==> src/rtl/uart_avalon_slave.sv <==
// Avalon-MM slave UART (8N1): RX data at 0x0, TX data at 0x4, status at 0x8.
// Define UART_RX_FIFO_EN to replace the RX holding register with an RX_FIFO_DEPTH-entry FIFO.
module uart_avalon_slave #(
  parameter int CLKS_PER_BIT  = 434,
  parameter int RX_FIFO_DEPTH = 4
) (
  input  logic        avm_clk,
  input  logic        avm_rst,
  input  logic [4:0]  avm_address,
  input  logic        avm_read,
  output logic [31:0] avm_readdata,
  input  logic        avm_write,
  input  logic [31:0] avm_writedata,
  output logic        avm_waitrequest,
  input  logic        uart_rxd,
  output logic        uart_txd
);
  localparam int CNT_W = $clog2(CLKS_PER_BIT);
  localparam logic [CNT_W-1:0] BIT_LAST  = CNT_W'(CLKS_PER_BIT - 1);
  localparam logic [CNT_W-1:0] HALF_LAST = CNT_W'(CLKS_PER_BIT / 2 - 1);
  localparam logic [4:0] ADDR_RX = 5'd0, ADDR_TX = 5'd4, ADDR_STAT = 5'd8;

  typedef enum logic {BUS_IDLE, BUS_ACK} busState_t;
  typedef enum logic [1:0] {RX_IDLE, RX_START, RX_DATA, RX_STOP} rxState_t;
  typedef enum logic [1:0] {TX_IDLE, TX_START, TX_DATA, TX_STOP} txState_t;

  busState_t busState_q, busState_d;
  logic [4:0] addr_q;
  logic       isWrite_q;
  logic [7:0] wdata_q;
  logic       busDone, txStall, txOk, rxRdDone, statRdDone, txWrDone;
  logic [7:0] rxHead, rxLevel;
  logic       rxAvail, rxOverrun;
  logic       frameErr_q, overrun_q;
  logic       unusedWdata;

  assign unusedWdata = ^avm_writedata[31:8];

  // Bus: latch the request in its first cycle, complete in the second unless a TX write must stall.
  assign txStall    = isWrite_q && (addr_q == ADDR_TX) && !txOk;
  assign busDone    = (busState_q == BUS_ACK) && !txStall;
  assign rxRdDone   = busDone && !isWrite_q && (addr_q == ADDR_RX);
  assign statRdDone = busDone && !isWrite_q && (addr_q == ADDR_STAT);
  assign txWrDone   = busDone && isWrite_q && (addr_q == ADDR_TX);

  always_comb begin
    busState_d      = busState_q;
    avm_waitrequest = 1'b1;
    avm_readdata    = 32'h0;
    case (busState_q)
      BUS_IDLE: if (avm_read || avm_write) busState_d = BUS_ACK;
      BUS_ACK: begin
        if (busDone) begin
          avm_waitrequest = 1'b0;
          busState_d      = BUS_IDLE;
          if (!isWrite_q && addr_q == ADDR_RX)
            avm_readdata = {24'h0, rxAvail ? rxHead : 8'h0};
          else if (!isWrite_q && addr_q == ADDR_STAT)
            avm_readdata = {16'h0, rxLevel, rxAvail, txOk, 4'h0, frameErr_q, overrun_q};
        end
      end
    endcase
  end

  always_ff @(posedge avm_clk) begin
    if (avm_rst) begin
      busState_q <= BUS_IDLE;
      addr_q     <= 5'd0;
      isWrite_q  <= 1'b0;
      wdata_q    <= 8'h0;
    end else begin
      busState_q <= busState_d;
      if (busState_q == BUS_IDLE && (avm_read || avm_write)) begin
        addr_q    <= avm_address;
        isWrite_q <= avm_write;
        wdata_q   <= avm_writedata[7:0];
      end
    end
  end

  // Transmitter: each of start, 8 data (LSB first) and stop is held CLKS_PER_BIT cycles.
  txState_t         txState_q, txState_d;
  logic [CNT_W-1:0] txCnt_q, txCnt_d;
  logic [7:0]       txShift_q, txShift_d;
  logic [2:0]       txIdx_q, txIdx_d;
  logic             txd_q, txd_d;

  assign txOk     = (txState_q == TX_IDLE);
  assign uart_txd = txd_q;

  always_comb begin
    txState_d = txState_q;
    txCnt_d   = txCnt_q;
    txShift_d = txShift_q;
    txIdx_d   = txIdx_q;
    txd_d     = txd_q;
    case (txState_q)
      TX_IDLE: begin
        txd_d = 1'b1;
        if (txWrDone) begin
          txState_d = TX_START;
          txShift_d = wdata_q;
          txCnt_d   = '0;
          txd_d     = 1'b0;
        end
      end
      TX_START: begin
        txCnt_d = txCnt_q + 1'b1;
        if (txCnt_q == BIT_LAST) begin
          txState_d = TX_DATA;
          txCnt_d   = '0;
          txIdx_d   = 3'd0;
          txd_d     = txShift_q[0];
        end
      end
      TX_DATA: begin
        txCnt_d = txCnt_q + 1'b1;
        if (txCnt_q == BIT_LAST) begin
          txCnt_d   = '0;
          txIdx_d   = txIdx_q + 3'd1;
          txShift_d = {1'b0, txShift_q[7:1]};
          txd_d     = txShift_q[1];
          if (txIdx_q == 3'd7) begin
            txState_d = TX_STOP;
            txd_d     = 1'b1;
          end
        end
      end
      TX_STOP: begin
        txCnt_d = txCnt_q + 1'b1;
        if (txCnt_q == BIT_LAST) begin
          txState_d = TX_IDLE;
          txCnt_d   = '0;
        end
      end
    endcase
  end

  always_ff @(posedge avm_clk) begin
    if (avm_rst) begin
      txState_q <= TX_IDLE;
      txCnt_q   <= '0;
      txShift_q <= 8'h0;
      txIdx_q   <= 3'd0;
      txd_q     <= 1'b1;
    end else begin
      txState_q <= txState_d;
      txCnt_q   <= txCnt_d;
      txShift_q <= txShift_d;
      txIdx_q   <= txIdx_d;
      txd_q     <= txd_d;
    end
  end

  // Receiver: synchronised falling edge starts a frame, bits sampled mid-bit.
  rxState_t         rxState_q, rxState_d;
  logic [CNT_W-1:0] rxCnt_q, rxCnt_d;
  logic [7:0]       rxShift_q, rxShift_d;
  logic [2:0]       rxIdx_q, rxIdx_d;
  logic             rxSync1_q, rxSync2_q, rxPrev_q;
  logic             rxGood, rxBad;

  always_comb begin
    rxState_d = rxState_q;
    rxCnt_d   = rxCnt_q;
    rxShift_d = rxShift_q;
    rxIdx_d   = rxIdx_q;
    rxGood    = 1'b0;
    rxBad     = 1'b0;
    case (rxState_q)
      RX_IDLE: begin
        if (rxPrev_q && !rxSync2_q) begin
          rxState_d = RX_START;
          rxCnt_d   = '0;
        end
      end
      RX_START: begin
        rxCnt_d = rxCnt_q + 1'b1;
        if (rxCnt_q == HALF_LAST) begin
          rxCnt_d   = '0;
          rxIdx_d   = 3'd0;
          rxState_d = rxSync2_q ? RX_IDLE : RX_DATA;
        end
      end
      RX_DATA: begin
        rxCnt_d = rxCnt_q + 1'b1;
        if (rxCnt_q == BIT_LAST) begin
          rxCnt_d   = '0;
          rxShift_d = {rxSync2_q, rxShift_q[7:1]};
          rxIdx_d   = rxIdx_q + 3'd1;
          if (rxIdx_q == 3'd7) rxState_d = RX_STOP;
        end
      end
      RX_STOP: begin
        rxCnt_d = rxCnt_q + 1'b1;
        if (rxCnt_q == BIT_LAST) begin
          rxCnt_d   = '0;
          rxState_d = RX_IDLE;
          rxGood    = rxSync2_q;
          rxBad     = !rxSync2_q;
        end
      end
    endcase
  end

  always_ff @(posedge avm_clk) begin
    if (avm_rst) begin
      rxState_q <= RX_IDLE;
      rxCnt_q   <= '0;
      rxShift_q <= 8'h0;
      rxIdx_q   <= 3'd0;
      rxSync1_q <= 1'b1;
      rxSync2_q <= 1'b1;
      rxPrev_q  <= 1'b1;
    end else begin
      rxState_q <= rxState_d;
      rxCnt_q   <= rxCnt_d;
      rxShift_q <= rxShift_d;
      rxIdx_q   <= rxIdx_d;
      rxSync1_q <= uart_rxd;
      rxSync2_q <= rxSync1_q;
      rxPrev_q  <= rxSync2_q;
    end
  end

`ifdef UART_RX_FIFO_EN
  localparam int AW = $clog2(RX_FIFO_DEPTH);
  logic [7:0]  fifoMem_q [RX_FIFO_DEPTH];
  logic [AW:0] wrPtr_q, rdPtr_q, fill;
  logic        full, rxPop, rxPush;

  // A full FIFO still accepts a byte when a pop completes in the same cycle.
  assign fill      = wrPtr_q - rdPtr_q;
  assign full      = (fill == (AW+1)'(RX_FIFO_DEPTH));
  assign rxAvail   = (wrPtr_q != rdPtr_q);
  assign rxPop     = rxRdDone && rxAvail;
  assign rxPush    = rxGood && (!full || rxPop);
  assign rxOverrun = rxGood && full && !rxPop;
  assign rxHead    = fifoMem_q[rdPtr_q[AW-1:0]];
  assign rxLevel   = 8'(fill);

  always_ff @(posedge avm_clk) begin
    if (rxPush) fifoMem_q[wrPtr_q[AW-1:0]] <= rxShift_q;
  end

  always_ff @(posedge avm_clk) begin
    if (avm_rst) begin
      wrPtr_q <= '0;
      rdPtr_q <= '0;
    end else begin
      if (rxPush) wrPtr_q <= wrPtr_q + 1'b1;
      if (rxPop)  rdPtr_q <= rdPtr_q + 1'b1;
    end
  end
`else
  localparam int unusedDepth = RX_FIFO_DEPTH;
  logic [7:0] rxHold_q;
  logic       rxOk_q;

  // A new byte always wins; it only counts as overrun if the old one is not popped this cycle.
  assign rxAvail   = rxOk_q;
  assign rxHead    = rxHold_q;
  assign rxLevel   = 8'h0;
  assign rxOverrun = rxGood && rxOk_q && !rxRdDone;

  always_ff @(posedge avm_clk) begin
    if (avm_rst) begin
      rxHold_q <= 8'h0;
      rxOk_q   <= 1'b0;
    end else if (rxGood) begin
      rxHold_q <= rxShift_q;
      rxOk_q   <= 1'b1;
    end else if (rxRdDone) begin
      rxOk_q <= 1'b0;
    end
  end
`endif

  always_ff @(posedge avm_clk) begin
    if (avm_rst) begin
      frameErr_q <= 1'b0;
      overrun_q  <= 1'b0;
    end else begin
      if (statRdDone) begin
        frameErr_q <= 1'b0;
        overrun_q  <= 1'b0;
      end
      if (rxBad)     frameErr_q <= 1'b1;
      if (rxOverrun) overrun_q  <= 1'b1;
    end
  end
endmodule

==> config.mk <==
export PLATFORM = sky130hd
export DESIGN_NAME = uart_avalon_slave
export DESIGN_NICKNAME = d
export VERILOG_FILES = /design/src/rtl/uart_avalon_slave.sv
export SDC_FILE = /design/constraint.sdc
export NUM_CORES = 1
export LEC_CHECK = 0
export BUFFER_PORTS_ARGS = -buffer_cell sky130_fd_sc_hd__buf_4
export CAP_MARGIN = 20
export CORE_MARGIN = 2
export CORE_UTILIZATION = 55
export CTS_BUF_LIST = sky130_fd_sc_hd__clkbuf_8
export CTS_CLUSTER_DIAMETER = 150
export DETAILED_ROUTE_END_ITERATION = 8
export HOLD_SLACK_MARGIN = 0.15
export PLACE_DENSITY = 0.8
export SYNTH_ARGS = -nofsm -noshare
export SYNTH_HDL_FRONTEND = slang
export SYNTH_SLANG_ARGS = --single-unit
export TNS_END_PERCENT = 5
==> constraint.sdc <==
create_clock -name avm_clk -period 5.3 [get_ports avm_clk]
set_input_delay 1.06 -clock avm_clk [delete_from_list [all_inputs] [get_ports avm_clk]]
set_output_delay 1.06 -clock avm_clk [all_outputs]
set_load 0.01 [all_outputs]
Word level (Yosys, flattened, before mapping)
Index checks and enable logic that the tools add are counted.
- register bits after elaboration: 74
- bits in latches: 0
- RAM bits: 0
- ROM bits: 0
- input bits: 42
- output and inout bits: 34
- word-level logic and storage cells: 139
- memories: 0
- add/sub/neg operators: 4
- multiply operators: 0
- div/mod/pow operators: 0
- order comparisons: 0
- eq/ne operators: 23
- shift-type cells: 0
- multiplexer cells: 52
- bitwise gates (word level): 1
- reduce and logical (&&, ||, !) cells: 39
- operators with widths (cell ; count):
    8-bit two-way mux ; 6
    9-bit two-way mux ; 5
    32-bit two-way mux ; 1
    9-bit one-hot mux with 3 select lines ; 1
    2-bit two-way mux ; 11
    9-bit by 1-bit adder with 9-bit output, second input constant ; 2
    9-bit == test, second input constant ; 2
    2-bit inequality test, second input constant ; 9
    9-bit one-hot mux with 2 select lines ; 1
    1-bit two-way mux ; 16
    2-bit one-hot mux with 4 select lines ; 2
    8-bit one-hot mux with 2 select lines ; 1
    1-bit logical AND ; 14
    3-bit two-way mux ; 4
    3-bit one-hot mux with 2 select lines ; 2
    3-bit AND reduction ; 4
    2-bit nonzero test ; 6
    5-bit AND reduction ; 2
    9-bit by 8-bit == test with 1-bit output, second input constant ; 1
    2-bit == test, second input constant ; 4
    3-bit by 1-bit adder with 3-bit output, second input constant ; 2
    3-bit == test, second input constant ; 2
    5-bit by 3-bit == test with 1-bit output, second input constant ; 1
    5-bit by 4-bit == test with 1-bit output, second input constant ; 1
    13 further kinds ; 19

Longest topological paths before layout
- depth in word-level cells: 10
- mapped depth: 8

Least setup slack after synthesis
No wires, ideal clock.
- path kind: reg2out
- start: reg txState_q[0]
- end: out avm_waitrequest
- arrival: 1428 ps
- data required time: 4240 ps
- setup slack: 2812 ps
- cell stages (with the launch flop): 5
- cell sequence: dfxtp_1 inv_1 ha_1 or4_1 o21ai_0
- longest elaborated chain between the ends: 7
- RTL lines (what ; RTL line ; source):
    start: declaration ; 82 ; txState_t txState_q, txState_d;
    start signal: assignment ; 147 ; txState_q <= txState_d;
    2-bit zero test ; 88 ; assign txOk = (txState_q == TX_IDLE);
    1-bit zero test ; 40 ; assign txStall = isWrite_q && (addr_q == ADDR_TX) && !txOk;
    1-bit logical AND ; 40 ;
    1-bit zero test ; 41 ; assign busDone = (busState_q == BUS_ACK) && !txStall;
    1-bit logical AND ; 41 ;
    1-bit two-way mux ; 53 ; if (busDone) begin
    1-bit two-way mux ; 50 ; case (busState_q)
    end: declaration ; 14 ; output logic avm_waitrequest,
Every way passes these cells.

Final worst setup path
- start: reg busState_q
- end: out avm_readdata[2]
- longest elaborated chain between the ends: 3
- RTL lines (what ; RTL line ; source):
    start: declaration ; 27 ; busState_t busState_q, busState_d;
    start signal: assignment ; 72 ; busState_q <= busState_d;
    1-bit logical AND ; 41 ;
    8-bit two-way mux ; 53 ;
    32-bit two-way mux * ; 50 ;
    end: declaration ; 11 ; output logic [31:0] avm_readdata,
Mark *: on every way between the ends. The rest lies on a longest branch, timed or not.

==> results.txt <==
clk_lat worst skew = 0.35 ns
GR Layer Usage met1 = 0.270
critical path launch point type = flip-flop
WL per Instance = 13.9 µm
Post-Route Skew = 0.0136 ns
CP max stage delay = 0.53 ns
final setup margin = 2.04 ns
final setup TNS = 0 ns
Max VDD drop = 259 µV
number of remaining DRC errors = 0
io pins = 76
CTS tree = yes
synth warn = 0
post-synthesis compound-gate area fraction = 0.183
Post-Syn Area = 0.00380 mm²
initial antenna violation count = 0
Non-Filler Instances = 555
most frequent cells in the layout = 74 x dfxtp_1, 64 x nand2_1, 50 x a21oi_1, 27 x buf_4
Worst Hold Class = reg -> reg
Post-DRT Antenna Nets = 0
commonest non-fill, non-tap cell in the layout = dfxtp_1
via count = 3230
met3 Track Usage GR = 0.0645
Req. time, crit path = 4.24 ns
H-tree levels = 3
Fillers = 588
Seq/Total Area, Yosys = 0.390
simple logic cell fraction of the synthesized area = 0.243
R2R setup slack = 3.07 ns
sequential share of power = 0.440
detailed-placement wirelength estimate = 5.29 mm
Site Rows = 30
Hold Violations, Final = 0
total power = 1440 µW
status = finished clean
xor/xnor cell area share of the yosys netlist = 0
Reg clk slew, reported paths = 0.09 ns
proportion of power drawn by the clock network = 0.334
DRT iter0 DRCs = 207
Routed Wire Length = 7.72 mm
GP Congestion = 0.783
switching part of the total = 0.310
Setup crit end kind = primary output
Inserted Diodes = 0
Int Power = 991 µW
CP max FO = 6
Initial Utilization = 0.563
mean post-synth cell area = 8.32 µm²
I/O Buffers = 27
# Post-CTS Setup Buffers = 0
final core occ = 0.609
measured slew at the worst slew-check pin = 0.871 ns
GRT Residual Overflow = 0
Worst Setup Path Type = reg -> out
synth unique cells = 58
flops & latches, synth = 74
DR vias/cell = 5.82
total CTS buffers = 9
period utilization = 0.615
die width = 87.1 µm
CTS root buf = clkbuf_8
Syn Inst Count = 457
DIE AREA = 0.00759 mm²
Leak Pwr = 0.00158 µW
pre-CTS setup slack = 2.44 ns
P per Cell Area = 349 mW/mm²
placed cells = 539
Post-CTS Resized = 0
top_reg_cell synth = dfxtp_1
worst rel slew slack = 0.417
min cycle time layout = 3.26 ns
adder-cell share of the synthesized area = 0.0461
worst-case clock buffer depth = 2
GR peak layer = met2
Max-cap violations = 0
critical path's top delay family = simple AND/OR/NAND/NOR gates
pin count of the biggest net entering global routing = 76
Pre-antenna DRT Iters = 4
nets@finish = 526
Hold-fix buffers, CTS = 0
EDFF count, synth = 0
CP Cell Sequence = nor4b_1 -> nand2_1 -> nor3_1 -> and2_1 -> buf_4
Core Area = 0.00676 mm²
CP bufs+invs = 1
Net Switching = 445 µW
gr usage total = 0.213
Crit-path slowest cell = nor4b_1
TritonCTS Sinks = 74
asr flop ratio synth = 0
Die Y = 87.1 µm
Final setup viols = 0
WP data arrival = 2.20 ns
global-route wire length before repair = 13.1 mm
share of cells above drive strength 1 = 0.135
mux contribution to synthesized area = 0.0444
max frequency = 0.307 GHz
area growth from synthesis to layout = 8.29%
Slew Viols, Final = 0
Comb pwr share = 0.225
met2 GRT Util = 0.348
RSZ-0062 raised after global routing = false
vias in the first global route = 2884
main combinational cell family by area after synthesis = simple AND/OR/NAND/NOR gates
## worst reg2reg max path: stages (launching register included)
cell and delay (ns):
dfxtp_1 0.34, inv_1 0.11, ha_1 0.68, a21boi_1 0.70
nor4_1 0.15, nor3_1 0.17
## sequential cells by signal (all words and copies together), names as in the netlist, 2 cells and up, named ones only
name,count
rxCnt_q,9
txCnt_q,9
rxHead,8
rxShift_q,8
txShift_q,8
wdata_q,8
addr_q,5
rxIdx_q,3
txIdx_q,3
txState_q,2
## through the flow
| stage | hold WS (ns) | area, µm² |
|---|---|---|
| 6_report | 0.398 | 4120 |
| 5_1_grt | 0.416 | 4120 |
| 4_1_cts | 0.402 | 4120 |
| 3_3_place_gp | 0.393 | 3900 |
| 2_1_floorplan | 0.389 | 3890 |
| 3_5_place_dp | 0.394 | 3900 |
## layer usage
layer,vias to the layer above,wire length (µm)
met2,92,3660
met4,0,68
met3,8,447
met5,-,0
li1,1623,-
met1,1507,3540
## cells by family after synthesis
group,after synthesis
flops,74
buf+inv,65
mux,16
compound gates,109
fa+ha+maj,14
other cells,1
simple gates,178
## power by group through the flow
stage	clock, µW	sequential, µW	combinational, µW
after floorplan	0	633	293
after global placement	0	641	312
after detailed placement	0	644	320
after CTS	488	631	323
after global routing	513	638	363
final	480	632	324
## synthesized netlist by cell type (3+ instances only)
library cell / count / area, µm²
ha_1: 14 / 175
mux2_2: 7 / 78.8
mux2i_1: 9 / 90.1
or3_1: 5 / 31.3
nor4_1: 9 / 56.3
nand3b_1: 5 / 37.5
buf_4: 25 / 188
nand3_1: 12 / 60.1
nor2_1: 24 / 90.1
dfxtp_1: 74 / 1480
inv_1: 16 / 60.1
a21oi_1: 50 / 250
or2_2: 5 / 31.3
a31oi_1: 8 / 50.1
clkbuf_1: 19 / 71.3
a211oi_1: 4 / 30.0
nor2b_1: 4 / 25.0
and2_1: 8 / 50.1
o32ai_1: 6 / 52.6
a22oi_1: 3 / 22.5
nand2_1: 64 / 240
o21ai_0: 5 / 25.0
nor3_1: 14 / 70.1
o21a_1: 4 / 30.0
o31ai_1: 3 / 22.5
and4_1: 3 / 26.3
o22ai_1: 7 / 43.8
nand4_1: 9 / 56.3
## cell type report
class / instances / area [µm²] / share of cell area
clock buffers: 9 / 124 / 0.0301
flip-flops and latches: 74 / 1480 / 0.360
repair buffers: 28 / 208 / 0.0504
inverters: 16 / 60.1 / 0.0146
clock inverters: 7 / 92.6 / 0.0225
multi-input cells: 341 / 2050 / 0.498
well taps: 80 / 100 / 0.0243
## worst paths after layout
check | from | endpoint | depth (start not counted)
worst min register to register | rxSync1_q$_SDFF_PP1_ | rxSync2_q$_SDFF_PP1_ | 1
worst min-delay path | rxSync1_q$_SDFF_PP1_ | rxSync2_q$_SDFF_PP1_ | 1
worst max-delay path | busState_q$_SDFF_PP0_ | avm_readdata[2] | 5
worst max register to register | txState_q[0]$_SDFFE_PP0P_ | txShift_q[4]$_SDFFE_PP0P_ | 5
Note: power is estimated with default switching activity, not from simulation.
